## src/rtl/femto_mem_pkg.sv

```systemverilog
// femto_mem_pkg: shared owner encodings and response tag type for the unified memory port.
package femto_mem_pkg;
  localparam int MEM_LAT_MAX = 4;
  typedef enum logic {REQ_I = 1'b0, REQ_D = 1'b1} owner_e;
  typedef struct packed {
    logic   valid;
    owner_e owner;
  } tag_t;
endpackage

```

## src/rtl/mem_resp_tag_pipe.sv

```systemverilog
// mem_resp_tag_pipe: DEPTH-stage tag shift register that tracks read owners through the memory latency.
module mem_resp_tag_pipe
  import femto_mem_pkg::*;
#(
  parameter int DEPTH = 1
) (
  input  logic clk,
  input  logic rst,
  input  tag_t din,
  output tag_t dout
);
  tag_t [DEPTH-1:0] pipe;
  always_ff @(posedge clk) begin
    if (rst) pipe <= '0;
    else begin
      pipe[0] <= din;
      for (int k = 1; k < DEPTH; k++) pipe[k] <= pipe[k-1];
    end
  end
  assign dout = pipe[DEPTH-1];
endmodule

```

## src/rtl/mem_port_arbiter.sv

```systemverilog
// mem_port_arbiter: shares one memory port between fetch and load/store with bounded data priority.
module mem_port_arbiter
  import femto_mem_pkg::*;
#(
  parameter int ADDR_W     = 32,
  parameter int DATA_W     = 32,
  parameter int MEM_LAT    = 1,
  parameter int STARVE_MAX = 3
) (
  input  logic                clk,
  input  logic                rst,
  input  logic                i_req,
  input  logic [ADDR_W-1:0]   i_addr,
  output logic                i_gnt,
  output logic                i_rvalid,
  output logic [DATA_W-1:0]   i_rdata,
  input  logic                d_req,
  input  logic                d_we,
  input  logic [DATA_W/8-1:0] d_be,
  input  logic [ADDR_W-1:0]   d_addr,
  input  logic [DATA_W-1:0]   d_wdata,
  output logic                d_gnt,
  output logic                d_rvalid,
  output logic [DATA_W-1:0]   d_rdata,
  output logic                m_en,
  output logic [DATA_W/8-1:0] m_we,
  output logic [ADDR_W-3:0]   m_addr,
  output logic [DATA_W-1:0]   m_wdata,
  input  logic [DATA_W-1:0]   m_rdata
);
  logic [3:0]        starve_cnt;
  logic              pick_i;
  tag_t              tag_in, tag_out;
  logic [DATA_W-1:0] i_rdata_q, d_rdata_q;
  logic              unused_addr_lsbs;
  assign unused_addr_lsbs = ^{i_addr[1:0], d_addr[1:0]};
  mem_resp_tag_pipe #(.DEPTH(MEM_LAT)) u_tag_pipe (
    .clk  (clk),
    .rst  (rst),
    .din  (tag_in),
    .dout (tag_out)
  );
  always_comb begin
    pick_i       = i_req & (~d_req | (starve_cnt == 4'(STARVE_MAX)));
    i_gnt        = ~rst & pick_i;
    d_gnt        = ~rst & d_req & ~pick_i;
    m_en         = i_gnt | d_gnt;
    m_addr       = i_gnt ? i_addr[ADDR_W-1:2] : d_addr[ADDR_W-1:2];
    m_we         = (d_gnt & d_we) ? d_be : '0;
    m_wdata      = d_gnt ? d_wdata : '0;
    tag_in.valid = m_en & ~(d_gnt & d_we);
    tag_in.owner = d_gnt ? REQ_D : REQ_I;
    i_rvalid     = tag_out.valid & (tag_out.owner == REQ_I);
    d_rvalid     = tag_out.valid & (tag_out.owner == REQ_D);
    i_rdata      = i_rvalid ? m_rdata : i_rdata_q;
    d_rdata      = d_rvalid ? m_rdata : d_rdata_q;
  end
  // the count only runs while fetch is actually waiting behind data grants
  always_ff @(posedge clk) begin
    if (rst || i_gnt || !i_req) starve_cnt <= '0;
    else if (d_gnt && starve_cnt != 4'(STARVE_MAX)) starve_cnt <= starve_cnt + 4'd1;
    if (i_rvalid) i_rdata_q <= m_rdata;
    if (d_rvalid) d_rdata_q <= m_rdata;
  end
endmodule

```

## config.mk

```make
export PLATFORM = sky130hd
export DESIGN_NAME = mem_port_arbiter
export DESIGN_NICKNAME = d
export VERILOG_FILES = /design/src/rtl/femto_mem_pkg.sv /design/src/rtl/mem_resp_tag_pipe.sv /design/src/rtl/mem_port_arbiter.sv
export SDC_FILE = /design/constraint.sdc
export NUM_CORES = 1
export LEC_CHECK = 0
export BUFFER_PORTS_ARGS = -buffer_cell sky130_fd_sc_hd__buf_2
export CAP_MARGIN = 10
export CORE_MARGIN = 8
export CORE_UTILIZATION = 30
export DETAILED_ROUTE_END_ITERATION = 16
export PLACE_DENSITY = 0.71
export SYNTH_ARGS = -nofsm -noshare
export SYNTH_HDL_FRONTEND = slang
export SYNTH_HIERARCHICAL = 1
export SYNTH_SLANG_ARGS = --single-unit
```

## constraint.sdc

```tcl
create_clock -name clk -period 4.11 [get_ports clk]
set_clock_uncertainty 0.15 [all_clocks]
set_input_delay 1.233 -clock clk [delete_from_list [all_inputs] [get_ports clk]]
set_output_delay 1.233 -clock clk [all_outputs]
set_load 0.02 [all_outputs]
```

======== Word level (Yosys, flattened, before mapping) ========
Cells that the tools add are included.
W data, S select, Z words.
word-level totals
  bits in registers ....................... 70
  output and inout port bits .............. 135
  logic and storage cells ................. 33
cells by class
  add/subtract/negate cells ............... 1
  equal/unequal tests ..................... 2
  mux-type cells .......................... 6
  bitwise operators ....................... 15
  reduce and logical (&&, ||, !) cells .... 4
operator list
  operator               count
  $mux W32               3
  $mux W30               1
  $and A1 B1 Y1          8
  $not A1 Y1             5
  $add A4 B1 Y4 const B  1
  $eq A4 B2 Y1 const B   1
  $mux W4                1
  $ne A4 B2 Y1 const B   1
  $logic_or A1 B1 Y1     2
  $or A1 B1 Y1           2
  $logic_and A1 B1 Y1    1
  $logic_not A1 Y1       1
  $mux W1                1

======== Logic depth before layout (Yosys ltp) ========
  word-level depth ........................ 8
  mapped depth ............................ 6
  mapped depth without buffers ............ 5

======== Cells and area by module ========
The synthesis kept the hierarchy.
by module, submodules not included
  module             instances  cells each  area an instance (µm²)
  mem_port_arbiter   1          235         3,022.9
  mem_resp_tag_pipe  1          4           52.6

======== Worst setup path after synthesis ========
No wires, ideal clock.
  kind .................................... input-to-output
  start point ............................. input port d_req
  end point ............................... output port m_addr[21]
  arrival time ............................ 2.055 ns
  required time ........................... 2.727 ns
  path slack .............................. 0.672 ns
  stages .................................. 4
  cells stage by stage .................... inv_1 o211a_4 buf_12 mux2_4
between the ends
  word-level cells in the longest chain between the ends .. 5
RTL lines
  element        RTL line                text
  from (decl)    mem_port_arbiter.sv:17  input logic d_req,
  $not A1 Y1     mem_port_arbiter.sv:44  pick_i = i_req & (~d_req | (starve_cnt == 4'(STARVE_MAX)));
  $or A1 B1 Y1   mem_port_arbiter.sv:44
  $and A1 B1 Y1  mem_port_arbiter.sv:44
  $and A1 B1 Y1  mem_port_arbiter.sv:45  i_gnt = ~rst & pick_i;
  via i_gnt      mem_port_arbiter.sv:14  output logic i_gnt,
  $mux W30       mem_port_arbiter.sv:48  m_addr = i_gnt ? i_addr[ADDR_W-1:2] : d_addr[ADDR_W-1:2];
  to (decl)      mem_port_arbiter.sv:27  output logic [ADDR_W-3:0] m_addr,
The timed path passes the listed nets, and every way through them passes these cells.

======== Worst setup path in the final report ========
  start point ............................. input port d_req
  end point ............................... output port m_addr[20]
between the ends
  word-level cells in the longest chain between the ends .. 5
RTL lines
  element        RTL line
  $not A1 Y1     mem_port_arbiter.sv:44
  $or A1 B1 Y1   mem_port_arbiter.sv:44
  $and A1 B1 Y1  mem_port_arbiter.sv:44
  $and A1 B1 Y1  mem_port_arbiter.sv:45
  $mux W30       mem_port_arbiter.sv:48
No other way between the ends.

==> impl_metrics.csv <==
group,metric,value,unit
yosys,synth_area_per_cell,12.87,sq um
cts,clock_latency,0.32,ns
worst_setup_path,endpoint_kind,"output port",
cts,clockBufferDepth,2,
placed_design,hpwl,9666,microns
sta,final_hold_viol_count,0,
yosys,synth_top_area_share,45.57,%
worst_hold_path,hold_depth,1,
cts,root_buffer,"clkbuf_8",
yosys,postSynth.asyncResetShare,0,%
worst_setup_path,reg2reg_slack,2.33,ns
worst_setup_path,cp.arrival,2.42,ns
global_routing,grt_use_total,15.40,%
yosys,synth_top_cells_by_area,"dfxtp_1 (46%), mux2_2 (24%), mux2_4 (14%)",
detailed_routing,dr.pass1.iters,4,
worst_setup_path,crit_top_cell,"buf_2",
run_status,status,"finished, final reports clean",
cts,numCtsBuffers,9,
global_routing,grt_start_max_net_pins,38,
yosys,synth_nets,377,
cts,clk_pin_slew,0.07,ns
floorplan,die_w,117.3,microns
detailed_routing,drt_iter0_drc,71,
detailed_routing,totalWireLength,11350,microns
worst_setup_path,crit_buf_inv,4,
sta,slew_viol_final,0,
sta,tightest_slew,0.9222,ns
global_routing,grt_pass1_wl,16000,microns
cts,htree_levels,3,
power,power_density,486.4,nW/um^2
layout,nets,645,
global_routing,grt_pass1_vias,2996,
power,leakagePower,2.534,nW
yosys,netlist_top_cells_count,"dfxtp_1 (70), mux2_2 (66), and2_1 (32)",
layout,fillers,948,
floorplan,fp.dieH,117.3,microns
floorplan,start_util,30.33,%
worst_setup_path,crit_path_cell_trace,"buf_2 > inv_1 > o211a_4 > buf_12 > mux2_4 > buf_2",
sta,finalCritPeriodShare,92.61,%
global_routing,gr-total-overflow,0,
worst_setup_path,path_max_fanout,19,
yosys,yosys.area.top_type,"dfxtp_1",
placed_design,dp.cells,632,
worst_setup_path,r2r_end,"d_rdata_q[16]$_DFF_P_",
cts,cts_tree,"yes",
floorplan,core,10140,sq um
placed_design,port_buffers,267,
layout,areaGrowthSynthToFinish,55.82,%
global_routing,antenna_found_initial,0,
detailed_routing,viasPerCell,4.304,
cts,hold_buffers,0,
detailed_routing,drc,0,
layout,drive_gt1_share,75.20,%
sta,rsz0062_at_grt,"no",
layout,n_antenna_cell,0,
sta,layout_setup_ws,0.3039,ns
yosys,synth_edf_count,0,
sta,fin_tns_setup,0,ns
sta,min_period,3.806,ns
worst_hold_path,hold_path_class,"reg2reg",
detailed_routing,route.detailed.wl_per_inst,17.51,microns
yosys,synth_cell_types,24,
layout,fin_area,4792,sq um
detailed_routing,via_count,2789,
worst_setup_path,crit_family,"buffers and inverters",
worst_setup_path,cp.required,2.73,ns
yosys,yosysMostFrequentCell,"dfxtp_1",
worst_setup_path,rr_worst_depth,3,
sta,max_freq,262.7,MHz
worst_setup_path,crit_slowest_cell,"mux2_4",
worst_setup_path,critPathMaxStageDelay,0.32,ns
detailed_routing,ant_nets,0,
yosys,synthCells,239,
worst_setup_path,startpoint_type,"input pin",
sta,slew_headroom,38.52,%
power,peakVddDrop,238.2,uV
placed_design,gp_congestion,0.7833,
worst_setup_path,regToRegStartpoint,"u_tag_pipe/dout[1]$_SDFF_PP0_",
yosys,ys_seq_area_share,45.57,%
sta,setup_violations,0,
floorplan,die_area,13750,sq um
worst_hold_path,hold_start,"d_rdata_q[31]$_DFF_P_",
flow_run,cap_viol_max_count,0,
cts,cts_setup_buffers,0,
placed_design,placed_area,4538,sq um
floorplan,rows,37,
cts,cts_resized,0,
worst_setup_path,critPathKind,"in2out",
worst_hold_path,hold_end,"d_rdata_q[31]$_DFF_P_",
yosys,netlist_area,3075,sq um
yosys,synth_ff_type,"dfxtp_1",
yosys,yosysWarnings,6,
yosys,ys_seq_elements,70,
placed_design,place_ws,0.3084,ns
floorplan,boundaryPins,272,
layout,instances_no_fill,648,
cts,clock-sinks,70,
final cells by class:
cell class                 count  area, sq um  area share [%]
clock inverter                 6        116.4           2.428
sequential                    70         1401           29.24
inverter                       5        18.77          0.3916
timing repair buffer         271         1404           29.30
clock buffer                  10        137.6           2.872
tap                          136        170.2           3.551
multi-input combinational    150         1544           32.22
per-layer routing:
metal  global-route usage [%]  wire [microns]
met1                    14.37            3823
met2                    29.51            6302
met3                    5.182             968
met4                    6.997             252
met5                        0               0
worst max path at each step:
stage               startpoint    endpoint  slack (ns)  cells past startpoint
detailed placement       d_req  m_addr[18]        0.31                      6
global placement         d_req  m_addr[20]        0.33                      6
CTS                      d_req  m_addr[18]        0.31                      6
floorplan                d_req  m_addr[21]        0.67                      4
global route             d_req  m_addr[20]        0.25                      6
finish                   d_req  m_addr[20]        0.30                      6
cell families (layout without fill, tap and decap cells):
group	count (synthesis)	after routing	share of synthesized area (%)
buffers and inverters	19	292	4.313
AND/OR/NAND/NOR	50	50	10.21
multiplexers	94	94	37.84
flip-flops	70	70	45.57
XOR/XNOR	1	1	0.2848
adder cells (fa/ha/maj)	1	1	0.4068
AO/OA/AOI/OAI	4	4	1.383
through the flow:
step / power (mW) / hold slack, ns / utilization, %
after floorplan: 1.369 / 0.2817 / -
after CTS: 2.369 / 0.3178 / 47.27
after global placement: 1.643 / 0.2909 / 44.76
final: 2.331 / 0.3180 / 47.27
after detailed placement: 1.671 / 0.3046 / 44.76
after global routing: 2.448 / 0.3363 / 47.27
flip-flops by register name, summed over array words and instances, names as in the netlist:
signal,count
d_rdata_q,32
i_rdata_q,32
starve_cnt,4
u_tag_pipe/dout,2
placed cells by master, fill, tap and decap left out, drive strengths merged:
master  count
a211oi      1
a21o        1
a21oi       1
and2       32
and3        4
buf       271
bufinv      3
clkbuf     10
clkinv      2
dfxtp      70
ha          1
inv         6
mux2       94
nand2       1
nand2b      2
nand3       2
nand3b      1
nor2        3
nor2b       2
nor3        1
nor3b       2
o211a       1
xor2        1
power by group:
group	total, mW	leakage (nW)	internal [mW]	switching [mW]
combinational	0.774	1.82	0.326	0.448
clock	0.689	0.127	0.424	0.265
sequential	0.868	0.589	0.834	0.0335
total	2.33	2.53	1.58	0.746
Note: power is estimated with default switching activity, not from simulation.
